==> config.mk <==
export PLATFORM = sky130hd
export DESIGN_NAME = vga_scanout_fsm
export DESIGN_NICKNAME = d
export VERILOG_FILES = /design/src/rtl/vga_pkg.sv /design/src/rtl/nes_palette_lut.sv /design/src/rtl/vga_scanout_fsm.sv
export SDC_FILE = /design/constraint.sdc
export NUM_CORES = 1
export LEC_CHECK = 0
export CAP_MARGIN = 20
export CORE_MARGIN = 2
export CORE_UTILIZATION = 55
export DETAILED_ROUTE_END_ITERATION = 8
export DONT_BUFFER_PORTS = 1
export PLACE_DENSITY_LB_ADDON = 0.25
export SETUP_SLACK_MARGIN = 0.3
export SYNTH_ARGS = -nofsm -noshare
export SYNTH_HDL_FRONTEND = slang
export SYNTH_HIERARCHICAL = 1
export SYNTH_SLANG_ARGS = --single-unit
==> constraint.sdc <==
create_clock -name clk -period 3.66 [get_ports clk]
set_input_delay 0.366 -clock clk [delete_from_list [all_inputs] [get_ports clk]]
set_output_delay 0.366 -clock clk [all_outputs]
set_load 0.01 [all_outputs]
==> src/rtl/vga_pkg.sv <==
// Shared VGA scan-out definitions: 640x480 timing, NES framebuffer geometry, state encoding.
package vga_pkg;

  localparam int H_VIS    = 640;
  localparam int H_FP     = 16;
  localparam int H_SYNC   = 96;
  localparam int H_BP     = 48;
  localparam int V_VIS    = 480;
  localparam int V_FP     = 10;
  localparam int V_SYNC   = 2;
  localparam int V_BP     = 33;
  localparam int H_BORDER = 64;
  localparam logic SYNC_POL = 1'b0;

  localparam int H_TOT = H_VIS + H_FP + H_SYNC + H_BP;
  localparam int V_TOT = V_VIS + V_FP + V_SYNC + V_BP;

  localparam int NES_W = 256;
  localparam int NES_H = 240;

  localparam int CNT_W = 10;

  typedef logic [11:0] rgb12_t;

  typedef enum logic {
    SCAN  = 1'b0,
    BLANK = 1'b1
  } scan_state_t;

endpackage

==> src/rtl/nes_palette_lut.sv <==
// NES 2C02 master palette: 6-bit palette index to 4:4:4 RGB, purely combinational.
module nes_palette_lut
  import vga_pkg::*;
(
  input  logic [5:0] idx,
  output rgb12_t     rgb
);

  localparam rgb12_t PAL [64] = '{
    12'h777, 12'h00F, 12'h00B, 12'h42B, 12'h908, 12'hA02, 12'hA10, 12'h810,
    12'h530, 12'h070, 12'h060, 12'h050, 12'h045, 12'h000, 12'h000, 12'h000,
    12'hBBB, 12'h07F, 12'h05F, 12'h64F, 12'hD0C, 12'hE05, 12'hF30, 12'hE51,
    12'hA70, 12'h0B0, 12'h0A0, 12'h0A4, 12'h088, 12'h000, 12'h000, 12'h000,
    12'hFFF, 12'h3BF, 12'h68F, 12'h97F, 12'hF7F, 12'hF59, 12'hF75, 12'hFA4,
    12'hFB0, 12'hBF1, 12'h5D5, 12'h5F9, 12'h0ED, 12'h777, 12'h000, 12'h000,
    12'hFFF, 12'hAEF, 12'hBBF, 12'hDBF, 12'hFBF, 12'hFAC, 12'hFDB, 12'hFEA,
    12'hFD7, 12'hDF7, 12'hBFB, 12'hBFD, 12'h0FF, 12'hFDF, 12'h000, 12'h000
  };

  assign rgb = PAL[idx];

endmodule

==> src/rtl/vga_scanout_fsm.sv <==
// VGA 640x480 timing plus 2x-scaled readout of the 256x240 PPU framebuffer,
// with a per-frame handshake that hands the framebuffer to the PPU during blank.
//
// state | meaning
// SCAN  | frame is being read out; PPU locked out (vga_done=0)
// BLANK | no reads issued; vga_done=1 so the PPU may render
module vga_scanout_fsm #(
  parameter int   H_VIS    = vga_pkg::H_VIS,
  parameter int   H_FP     = vga_pkg::H_FP,
  parameter int   H_SYNC   = vga_pkg::H_SYNC,
  parameter int   H_BP     = vga_pkg::H_BP,
  parameter int   V_VIS    = vga_pkg::V_VIS,
  parameter int   V_FP     = vga_pkg::V_FP,
  parameter int   V_SYNC   = vga_pkg::V_SYNC,
  parameter int   V_BP     = vga_pkg::V_BP,
  parameter int   H_BORDER = vga_pkg::H_BORDER,
  parameter logic SYNC_POL = vga_pkg::SYNC_POL
) (
  input  logic        clk,
  input  logic        rst,
  input  logic        pix_en,
  output logic        fb_rd_en,
  output logic [8:0]  fb_rd_row,
  output logic [8:0]  fb_rd_col,
  input  logic [7:0]  fb_rd_data,
  input  logic        ppu_frame_done,
  output logic        vga_done,
  output logic        vga_hsync,
  output logic        vga_vsync,
  output logic [3:0]  vga_r,
  output logic [3:0]  vga_g,
  output logic [3:0]  vga_b,
  output logic [15:0] frame_skip_cnt
);
  import vga_pkg::*;

  localparam logic [9:0] H_LAST  = 10'(H_VIS + H_FP + H_SYNC + H_BP - 1);
  localparam logic [9:0] V_LAST  = 10'(V_VIS + V_FP + V_SYNC + V_BP - 1);
  localparam logic [9:0] HS_BEG  = 10'(H_VIS + H_FP);
  localparam logic [9:0] HS_END  = 10'(H_VIS + H_FP + H_SYNC);
  localparam logic [9:0] VS_BEG  = 10'(V_VIS + V_FP);
  localparam logic [9:0] VS_END  = 10'(V_VIS + V_FP + V_SYNC);
  localparam logic [9:0] ACT_BEG = 10'(H_BORDER);
  localparam logic [9:0] ACT_END = 10'(H_VIS - H_BORDER);
  localparam logic [9:0] V_ACT   = 10'(V_VIS);

  logic [9:0]  hcnt, vcnt, col_off;
  scan_state_t state;
  logic        frame_ready;
  logic        hs1, vs1, act1;
  logic        frame_start, in_active, rd_now, last_read, hs_now, vs_now;
  rgb12_t      pal_rgb;
  logic        unused_idx_hi;

  assign frame_start   = (hcnt == '0) && (vcnt == '0);
  assign in_active     = (vcnt < V_ACT) && (hcnt >= ACT_BEG) && (hcnt < ACT_END);
  assign rd_now        = in_active && (state == SCAN);
  assign last_read     = (vcnt == V_ACT - 10'd1) && (hcnt == ACT_END - 10'd1);
  assign hs_now        = ((hcnt >= HS_BEG) && (hcnt < HS_END)) ? SYNC_POL : ~SYNC_POL;
  assign vs_now        = ((vcnt >= VS_BEG) && (vcnt < VS_END)) ? SYNC_POL : ~SYNC_POL;
  assign col_off       = hcnt - ACT_BEG;
  assign unused_idx_hi = ^fb_rd_data[7:6];

  nes_palette_lut u_palette (
    .idx (fb_rd_data[5:0]),
    .rgb (pal_rgb)
  );

  always_ff @(posedge clk) begin
    if (rst) begin
      hcnt           <= '0;
      vcnt           <= '0;
      state          <= BLANK;
      vga_done       <= 1'b1;
      frame_ready    <= 1'b0;
      frame_skip_cnt <= '0;
      fb_rd_en       <= 1'b0;
      fb_rd_row      <= '0;
      fb_rd_col      <= '0;
      hs1            <= ~SYNC_POL;
      vs1            <= ~SYNC_POL;
      act1           <= 1'b0;
      vga_hsync      <= ~SYNC_POL;
      vga_vsync      <= ~SYNC_POL;
      {vga_r, vga_g, vga_b} <= '0;
    end else begin
      // The PPU pulse is latched at clock rate so it is not lost while pix_en is low.
      if (ppu_frame_done) frame_ready <= 1'b1;

      if (pix_en) begin
        if (hcnt == H_LAST) begin
          hcnt <= '0;
          vcnt <= (vcnt == V_LAST) ? '0 : vcnt + 10'd1;
        end else begin
          hcnt <= hcnt + 10'd1;
        end

        fb_rd_en <= rd_now;
        act1     <= rd_now;
        hs1      <= hs_now;
        vs1      <= vs_now;
        if (rd_now) begin
          fb_rd_row <= 9'(vcnt >> 1);
          fb_rd_col <= 9'(col_off >> 1);
        end

        vga_hsync <= hs1;
        vga_vsync <= vs1;
        {vga_r, vga_g, vga_b} <= act1 ? pal_rgb : '0;

        if (frame_start) begin
          if (frame_ready || ppu_frame_done) begin
            state       <= SCAN;
            vga_done    <= 1'b0;
            frame_ready <= 1'b0;
          end else begin
            state <= BLANK;
            if (frame_skip_cnt != 16'hFFFF) frame_skip_cnt <= frame_skip_cnt + 16'd1;
          end
        end else if ((state == SCAN) && last_read) begin
          state <= BLANK;
        end else if ((state == BLANK) && !vga_done) begin
          vga_done <= 1'b1;
        end
      end
    end
  end

endmodule

# Yosys cells after proc, flatten, opt, wreduce, memory -nomap -nowiden
# Memories as Yosys holds them, arrays and structs flattened.
# Cells that the tools add are included.
# word_totals
memories,1
output_inout_bits,50
reg_bits,74
mem_bits_ro,768
inputBits,12
# memory_table
name,words,word_bits,read_ports,rd_ports_with_merged_regs,wr,line,source
(no name shown),64,12,1,0,0,nes_palette_lut.sv:20,assign rgb = PAL[idx];
# op_classes
reduce_logical,20
addsub,4
bitwise_logic,3
mux,18
n_lt_le_gt_ge,8
eq_ne,7
# op_table
operator,count
2-to-1 mux 12 bit,3
== test 10 bit (second input constant),3
adder 10 x 1 -> 10 bit (second input constant),2
zero test 10 bit,2
less-than comparator 10 bit (second input constant),2
less-than comparator 10 x 9 -> 1 bit (second input constant),2
2-to-1 mux 10 bit,2
adder 16 x 1 -> 16 bit (second input constant),1
inequality test 16 bit (second input constant),1
2-to-1 mux 1 bit,13
== test 10 x 9 -> 1 bit (second input constant),1
>= comparator 10 bit (second input constant),1
>= comparator 10 x 7 -> 1 bit (second input constant),1
>= comparator 10 x 9 -> 1 bit (second input constant),1
subtractor 10 x 7 -> 10 bit (second input constant),1
logical AND 1 bit,9
AND reduction 4 bit,2
>= comparator 7 bit (second input constant),1
inverter 6 -> 7 bit,1
AND reduction 2 bit,3
nonzero test 2 bit,2
inequality test 2 x 1 -> 1 bit (second input constant),1
inequality test 2 bit (second input constant),1
inverter 1 bit,2
2 further kinds,2

# Depth between registers and ports, before layout
# Gate-level depths: netlist of run 1.
# depth
ltp_word,5
depth_mapped,10

# Modules after synthesis
# Netlist of run 1, hierarchy kept.
# modules_own_cells
module,n_inst,area_per_inst_um2,cells_per_inst
vga_scanout_fsm,1,3367.0,397
nes_palette_lut,1,1043.5,160

# Worst setup path before layout of run 1
# No wires, ideal clock.
# synth_timing
path_type,reg2reg
start,reg hcnt[6]
end,reg frame_skip_cnt[2]
required_ns,3.539
path_stages_with_launch,10
arrival_time_ns,2.622
path_slack_ns,0.917
synth_period_minus_slack_ns,2.743
path_cell_list,dfxtp_1 inv_1 ha_1 or4b_1 or4_4 or3_1 buf_2 buf_6 nor3b_1 mux2_2
# synth_via
elab_chain_len,3
# synth_lines
item,line,source
"start, declared",vga_scanout_fsm.sv:47,"logic [9:0] hcnt, vcnt, col_off;"
"start signal, assigned",vga_scanout_fsm.sv:95,hcnt <= hcnt + 10'd1;
zero test 10 bit,vga_scanout_fsm.sv:55,assign frame_start = (hcnt == '0) && (vcnt == '0);
logical AND 1 bit,vga_scanout_fsm.sv:55,
AND reduction 4 bit (no line),--,
"end signal, assigned",vga_scanout_fsm.sv:118,if (frame_skip_cnt != 16'hFFFF) frame_skip_cnt <= frame_skip_cnt + 16'd1;
"end, declared",vga_scanout_fsm.sv:33,output logic [15:0] frame_skip_cnt
# Every way passes these cells.
# A chain may end at the register's enable or synchronous reset.

# Worst setup path in the final report of run 1
# layout_timing
start,reg hcnt[6]
end,reg frame_skip_cnt[8]
# The elaborated chain is that of the path after synthesis.

==> results of run 1 <==
==> registers in the layout (all words and copies together), names as in the netlist <==
signal,flops
frame_skip_cnt,16
hcnt,10
vcnt,10
fb_rd_col,9
fb_rd_row,9
vga_b,4
vga_g,4
vga_r,4
act1,1
frame_ready,1
hs1,1
state,1
vga_done,1
vga_hsync,1
vga_vsync,1
vs1,1
==> logic make-up after synthesis <==
family | Yosys count
xor+xnor | 15
mux | 9
buf+inv | 66
flops | 74
simple gates | 228
compound gates | 146
fa+ha+maj | 19
==> routing by layer <==
layer,part of all wire (%),up-vias,global-route usage [%],wire (um)
met5,0,-,0,0
met3,6.4,21,4.92,683
met1,44,1885,32.9,4710
li1,-,1952,-,-
met4,2.2,0,12.1,235
met2,48,127,39.9,5110
==> through the flow <==
step | hold WS [ns] | util [%] | cells | total power, W
finish | 0.0709 | 59.0 | 632 | 0.00173
global route | 0.0531 | 59.0 | 632 | 0.00179
CTS | 0.0546 | 58.9 | 632 | 0.00174
detailed placement | 0.442 | 55.9 | 616 | 0.000997
global placement | 0.439 | 55.9 | 616 | 0.000994
floorplan | 0.432 | - | 557 | 0.000996
==> area by class of cell <==
cell class                      instances  share of cell area, %
Clock inverter                          3                   1.50
Inverter                               20                   1.64
Sequential cell                        74                   32.3
Clock buffer                           13                   3.69
Multi-Input combinational cell        417                   57.5
Timing Repair Buffer                    3                  0.492
Tap cell                              102                   2.79
==> Yosys cell counts, types with 4 or more instances <==
master | number | area [um2]
a211o_1 | 5 | 43.8
a211oi_1 | 8 | 60.1
a21o_1 | 6 | 45.0
a21oi_1 | 41 | 205
a22oi_1 | 14 | 105
a311oi_1 | 4 | 35.0
a31oi_1 | 9 | 56.3
and2_1 | 6 | 37.5
buf_2 | 13 | 65.1
buf_6 | 4 | 45.0
clkbuf_1 | 26 | 97.6
dfxtp_1 | 74 | 1480
ha_1 | 19 | 238
inv_1 | 17 | 63.8
nand2_1 | 55 | 206
nand2b_1 | 13 | 81.3
nand3_1 | 16 | 80.1
nand4_1 | 14 | 87.6
nor2_1 | 57 | 214
nor2b_1 | 11 | 68.8
nor3_1 | 13 | 65.1
nor4_1 | 7 | 43.8
o21ai_0 | 15 | 75.1
o22ai_1 | 4 | 25.0
o31ai_1 | 10 | 75.1
or3_1 | 5 | 31.3
or4_1 | 9 | 67.6
xnor2_1 | 5 | 43.8
xor2_1 | 10 | 87.6
==> power by group through the flow <==
stage / logic (W) / registers, W / clock network (W)
4_1_cts: 0.000152 / 0.000827 / 0.000765
2_1_floorplan: 0.000154 / 0.000842 / 0
3_5_place_dp: 0.000151 / 0.000846 / 0
6_report: 0.000154 / 0.000827 / 0.000749
5_1_grt: 0.000170 / 0.000829 / 0.000793
3_3_place_gp: 0.000149 / 0.000846 / 0
==> worst paths after layout <==
check          start                 to  slack [ns]
max          hcnt[6]  frame_skip_cnt[8]        0.54
min              rst  frame_skip_cnt[5]        0.07
max reg2reg  hcnt[6]  frame_skip_cnt[8]        0.54
min reg2reg      hs1                hs1        0.47
==> metrics.txt, run 1 <==
vias 3985; Crit Path Max Fanout 26; Int Pwr 0.00132 W; first-pass GRT wire length 17.8 mm; gr ovfl total 0; status complete, no violations; Initial Utilization 56.8%; Reg clk slew, reported paths 0.08 ns; part of the power in the clock network 43.3%; Antenna diodes 0; Via-to-Cell Ratio 6.31; # fillers 730; Ports 62; fin crit share 85.2%; Sw Share 23.5%; CTS tree built; hold_buf cts 0; detailed placement HPWL 7.31 mm; DRC violations left 0; Total Neg Setup Slack 0 ns; layout cells sized above 1 5.85%; routed wire length 10.7 mm; Post-synth ARST share 0%; Comb power frac 8.9%; Final GP Congestion 0.946; Synth Area in Compound Gates 22.3%; worst hold stages 1; area of the multi-input gates 2640 um2; worst setup margin 0.540 ns; sequential share of power 47.8%; Total GRT Usage 25.2%; CP max-delay cell or3_2; Port Buffers 0; synthesized area per cell 7.92 um2; maximum vdd ir drop 0.219 mV; CP cell instances inv_1 > ha_1 > or4b_1 > or4_4 > or3_2 > nor4_1 > mux2_1; Final ANT Viol Nets 0; commonest non-fill, non-tap cell in the layout dfxtp_1; die extent in x 93.6 um; clk buf depth 2; clk root buf clkbuf_8; largest net degree at the start of global routing 72; CTS H-tree lvls 3; Final min period 3.12 ns; main combinational cell family by area after synthesis simple AND/OR/NAND/NOR gates; fin nets 556; synthesized netlist net count 588; cell family with most CP delay simple AND/OR/NAND/NOR gates; mux contribution to synthesized area 2.30%; Skew-Pair Late Insertion Delay 0.36 ns; CORE AREA 7770 um2; final instance area 4580 um2; synthesis-stage register bit count 74; Starting DRT DRC Count 238; Synth Area in Simple Gates 26.6%; dominant synthesized flop cell dfxtp_1; Worst-Margin Slew 0.728 ns; CP endpoint kind flip-flop; Inserted Clock Buffers 9; Post-Synth Adder-Cell Area 5.39%; Critical Path Start Type flip-flop; CP Buf/Inv Count 1; P_sw 0.000407 W; P_leak 1.62 nW; Die Area 8750 um2; Cell variety after synth 68; clock sinks 74; P per Cell Area 378 nW/um2; Max stage delay on crit path 0.69 ns; initial antenna violation count 0; # setup viols final 0; critical path arrival 3.37 ns; Hold Vio Cnt, Final 0; r2r worst-path depth 7; max-cap violations 0; vias in the first global route 3587; post_cts resized 0; CP Depth 7; Cell Area, Synth 4410 um2; Post-Place Setup Slack 0.557 ns; unrepaired setup endpoints after global routing false; Seq. cell area 1480 um2; sequential fraction of the synthesis area 33.6%; Post-synth EDFFs 0; max frequency 321 MHz; Post CTS Setup Buffer Count 0; max-slew violations 0; commonest non-fill, non-tap cells in the layout 74 x dfxtp_1, 57 x nor2_1, 55 x nand2_1, 41 x a21oi_1, 19 x ha_1; Layout Skew 0.00924 ns; die height 93.6 um; Critical Path RT 3.91 ns; DR pass1 iterations 7; Area Growth Syn to Fin 3.83%; Gate Count Post-Synth 557; Yosys warning count 6; Worst slew margin 51.5%; Worst Setup Path Type flip-flop to flip-flop; DP Area 4340 um2; HP Class primary input to flip-flop; drt wl/cell 17.0 um; Post-Synth XOR/XNOR Area 2.98%; row cnt 32
Power figures use the tool's default switching activity.
==> run 2, diff against run 1 <==
--- a/config.mk
+++ b/config.mk
@@ -6,7 +6,6 @@
 export NUM_CORES = 1
 export LEC_CHECK = 0
 export CAP_MARGIN = 20
-export CORE_MARGIN = 2
 export CORE_UTILIZATION = 55
 export DETAILED_ROUTE_END_ITERATION = 8
 export DONT_BUFFER_PORTS = 1
==> metrics.txt, run 2 (synthesized netlist as in run 1, its figures left out) <==
status complete, no violations; max-cap violations 0 (unchanged); # setup viols final 0 (unchanged); fin nets 556 (unchanged); unrepaired setup endpoints after global routing false; row cnt 32 (unchanged); Area Growth Syn to Fin 3.40%; Die Area 8380 um2 (-4.2%); vias in the first global route 3558 (-0.81%); routed wire length 10.5 mm (-2.0%); worst setup margin 0.571 ns (+0.0301 ns); layout cells sized above 1 5.85% (unchanged); maximum vdd ir drop 0.276 mV (+26%); DRC violations left 0 (unchanged); Largest register FFs 16 (unchanged); Critical Path Start Type flip-flop; Worst slew margin 54.8% (+3.3 points); drt wl/cell 16.7 um (-2.0%); Antenna diodes 0 (unchanged); Post-Place Setup Slack 0.577 ns (+0.0193 ns); Inserted Clock Buffers 9 (unchanged); largest registers frame_skip_cnt (16), hcnt (10), vcnt (10); Hold Vio Cnt, Final 0 (unchanged); Worst-Margin Slew 0.672 ns (-0.0557 ns); Final ANT Viol Nets 0 (unchanged); P_leak 1.61 nW (-0.68%); Critical Path RT 3.89 ns (-0.02 ns); first-pass GRT wire length 17.7 mm (-0.58%); Post CTS Setup Buffer Count 0 (unchanged); Total Neg Setup Slack 0 ns (unchanged); CP max-delay cell or3_2; commonest non-fill, non-tap cell in the layout dfxtp_1; vias 4014 (+0.73%); Crit Path Max Fanout 26 (unchanged); gr ovfl total 0 (unchanged); CP endpoint kind flip-flop; initial antenna violation count 0 (unchanged); HP Class primary input to flip-flop; clk root buf clkbuf_8; Via-to-Cell Ratio 6.35 (+0.73%); clock sinks 74 (unchanged); Max stage delay on crit path 0.68 ns (about the same); max frequency 324 MHz (+0.98%); largest net degree at the start of global routing 72 (unchanged); commonest non-fill, non-tap cells in the layout 74 x dfxtp_1, 57 x nor2_1, 55 x nand2_1, 41 x a21oi_1, 19 x ha_1; Largest Register frame_skip_cnt; Finished Core Util 59.0% (+0.063 points); die extent in x 91.6 um (-2.1%); critical path arrival 3.32 ns (-0.05 ns); cell family with most CP delay simple AND/OR/NAND/NOR gates; post_cts resized 0 (unchanged); Hold WS 0.0835 ns (+0.0126 ns); Initial Utilization 57.1% (+0.29 points); CP Buf/Inv Count 1 (unchanged); Reg clk slew, reported paths 0.08 ns (about the same); P per Cell Area 367 nW/um2 (-2.8%); detailed placement HPWL 7.22 mm (-1.3%); CORE AREA 7730 um2 (-0.52%); hold_buf cts 0 (unchanged); Ports 62 (unchanged); Worst Setup Path Type flip-flop to flip-flop; Port Buffers 0 (unchanged); Total GRT Usage 26.1% (+0.93 points); CP cell instances inv_1 > ha_1 > or4b_1 > or4_4 > or3_2 > nor4_1 > mux2_1; fin crit share 84.4% (-0.82 points); Final min period 3.09 ns (-0.0301 ns); CTS H-tree lvls 3 (unchanged); CTS tree built; Skew-Pair Late Insertion Delay 0.34 ns (-0.02 ns); Layout Skew 0.0140 ns (+0.00479 ns); max-slew violations 0 (unchanged); die height 91.6 um (-2.1%); clk buf depth 2 (unchanged); Final GP Congestion 0.905 (-4.4%); Starting DRT DRC Count 244 (+2.5%); DR pass1 iterations 6 (-1)
run 2: cell count changes in the layout (fill, tap and decap cells not counted), sizes merged:
cell / delta
inv: -1
clkinv: +2
clkinvlp: +1
clkbuf: -2
run 2: final cells by class:
cell class,instances,area [um2]
well taps,102,128
multi-input cells,417,2640
repair buffers,3,22.5
clock buffers,11,141
fillers,693,3170
clock inverters,5,77.6
flip-flops and latches,74,1480
inverters,20,75.1
run 2: final timing paths:
| kind | cells after the start | slack [ns] | startpoint | to |
|---|---|---|---|---|
| max | 7 | 0.57 | hcnt[6] | frame_skip_cnt[8] |
| min | 1 | 0.08 | rst | frame_skip_cnt[4] |
| max reg2reg | 7 | 0.57 | hcnt[6] | frame_skip_cnt[8] |
| min reg2reg | 1 | 0.47 | hs1 | hs1 |
run 2: through the flow:
stage / power (W) / cell area (um2) / instances
2_1_floorplan: 0.000996 / 4410 / 557
3_3_place_gp: 0.000994 / 4340 / 616
5_1_grt: 0.00175 / 4560 / 632
6_report: 0.00168 / 4560 / 632
3_5_place_dp: 0.000997 / 4340 / 616
4_1_cts: 0.00169 / 4560 / 632
run 2: worst reg2reg max path, stage by stage, from the launching register on:
cell,delay (ns)
dfxtp_1,0.36
inv_1,0.14
ha_1,0.24
or4b_1,0.44
or4_4,0.44
or3_2,0.68
nor4_1,0.31
mux2_1,0.36
run 2: report_power, final:
part / internal (W) / switching, W
sequential: 0.000814 / 0.0000129
clock: 0.000401 / 0.000293
combinational: 0.0000661 / 0.0000885
run 2: routing by layer:
layer,vias to the layer above,wire length [um],global-route usage (%)
li1,1949,-,-
met1,1901,4560,34.3
met2,150,4990,41.2
met3,14,796,6.03
met4,0,188,10.6
met5,-,0,0
==> run 3, diff against run 2 <==
==> constraint.sdc (replaced) <==
create_clock -name clk -period 3.2 [get_ports clk]
set_input_delay 0.32 -clock clk [delete_from_list [all_inputs] [get_ports clk]]
set_output_delay 0.32 -clock clk [all_outputs]
set_load 0.01 [all_outputs]
==> metrics.txt, run 3 (synthesized netlist as in run 1, its figures left out) <==
fin nets 559 (+0.54%); Total GRT Usage 26.3% (+0.19 points); routed wire length 10.6 mm (+0.79%); CORE AREA 7730 um2 (unchanged); Crit Path Max Fanout 26 (unchanged); largest registers frame_skip_cnt (16), hcnt (10), vcnt (10); row cnt 32 (unchanged); Final min period 2.77 ns (-0.324 ns); Total Neg Setup Slack 0 ns (unchanged); die height 91.6 um (unchanged); DRC violations left 0 (unchanged); Reg clk slew, reported paths 0.09 ns (about the same); CTS tree built; critical path arrival 3.05 ns (-0.27 ns); Initial Utilization 57.1% (unchanged); Antenna diodes 0 (unchanged); Inserted Clock Buffers 9 (unchanged); Final GP Congestion 0.922 (+1.8%); CTS H-tree lvls 3 (unchanged); drt wl/cell 16.7 um (+0.31%); clock sinks 74 (unchanged); detailed placement HPWL 7.24 mm (+0.25%); Starting DRT DRC Count 237 (-2.9%); maximum vdd ir drop 0.310 mV (+12%); Layout Skew 0.0154 ns (+0.00140 ns); Worst-Margin Slew 0.771 ns (+0.0991 ns); max-slew violations 0 (unchanged); Skew-Pair Late Insertion Delay 0.35 ns (about the same); Power Total 0.00187 W (+11%); commonest non-fill, non-tap cell in the layout dfxtp_1; Final ANT Viol Nets 0 (unchanged); # setup viols final 0 (unchanged); Post CTS Setup Buffer Count 0 (unchanged); P per Cell Area 407 nW/um2 (+11%); fin crit share 86.4% (+2.0 points); vias in the first global route 3652 (+2.6%); clk root buf clkbuf_8; Via-to-Cell Ratio 6.29 (-0.97%); hold_buf cts 0 (unchanged); Die Area 8380 um2 (unchanged); final std cells w/o fill 635 (+0.47%); max frequency 362 MHz (+12%); Hold WS 0.0144 ns (-0.0691 ns); vias 3994 (-0.50%); largest net degree at the start of global routing 72 (unchanged); # fillers 715 (+3.2%); max-cap violations 0 (unchanged); CP endpoint kind flip-flop; Worst Setup Path Type flip-flop to flip-flop; commonest non-fill, non-tap cells in the layout 72 x dfxtp_1, 57 x nor2_1, 55 x nand2_1, 40 x a21oi_1, 18 x ha_1; post_cts resized 0 (unchanged); unrepaired setup endpoints after global routing false; P_leak 1.62 nW (+0.84%); Largest register FFs 16 (unchanged); first-pass GRT wire length 17.8 mm (+0.93%); DR pass1 iterations 5 (-1); Area Growth Syn to Fin 4.00%; gr ovfl total 0 (unchanged); Worst slew margin 48.2% (-6.6 points); Critical Path Start Type flip-flop; Critical Path RT 3.48 ns (-0.41 ns); R2R setup slack 0.43 ns (-0.14 ns); status complete, no violations; dpl cells 619 (+0.49%); Port Buffers 0 (unchanged); Largest Register frame_skip_cnt; HP Class primary input to flip-flop; initial antenna violation count 0 (unchanged); clk buf depth 2 (unchanged); Ports 62 (unchanged); Hold Vio Cnt, Final 0 (unchanged); die extent in x 91.6 um (unchanged); layout cells sized above 1 7.50% (+1.7 points); Finished Core Util 59.4% (+0.34 points)
run 3: final timing paths:
| check | start | end | depth (start not counted) |
|---|---|---|---|
| worst min register to register | hs1 | hs1 | 1 |
| worst min-delay path | rst | frame_skip_cnt[4] | 1 |
| worst max register to register | hcnt[6] | frame_skip_cnt[13] | 8 |
| worst max-delay path | hcnt[6] | frame_skip_cnt[13] | 8 |
run 3: power by group:
group	switching, W	internal, W
Sequential	0.0000144	0.000931
Clock	0.000355	0.000383
Combinational	0.000104	0.0000803
run 3: final cells by class:
type	count	area, um2	area share (%)
repair buffers	6	52.6	1.15
inverters	20	75.1	1.64
well taps	102	128	2.78
clock buffers	10	138	3.00
clock inverters	6	65.1	1.42
multi-input cells	417	2650	57.7
flip-flops and latches	74	1480	32.4
run 3: critical path: stages, from the launching register on:
cell and delay (ns):
dfxtp_2 0.36, inv_2 0.09, ha_2 0.21, or4b_1 0.43, or4_4 0.43, or3_4 0.39, buf_8 0.17, or4_1 0.48
a21oi_1 0.15
run 3: per-layer routing:
| metal | GRT usage [%] | vias to the layer above | wire, um |
|---|---|---|---|
| li1 | - | 1951 | - |
| met1 | 34.6 | 1891 | 4630 |
| met2 | 40.9 | 132 | 5080 |
| met3 | 5.86 | 20 | 686 |
| met4 | 12.3 | 0 | 214 |
| met5 | 0 | - | 0 |
run 3: per-stage QoR:
step	setup slack, ns	area [um2]
detailed placement	0.337	4360
CTS	0.315	4570
global placement	0.390	4360
global route	0.295	4590
floorplan	0.457	4410
finish	0.434	4590
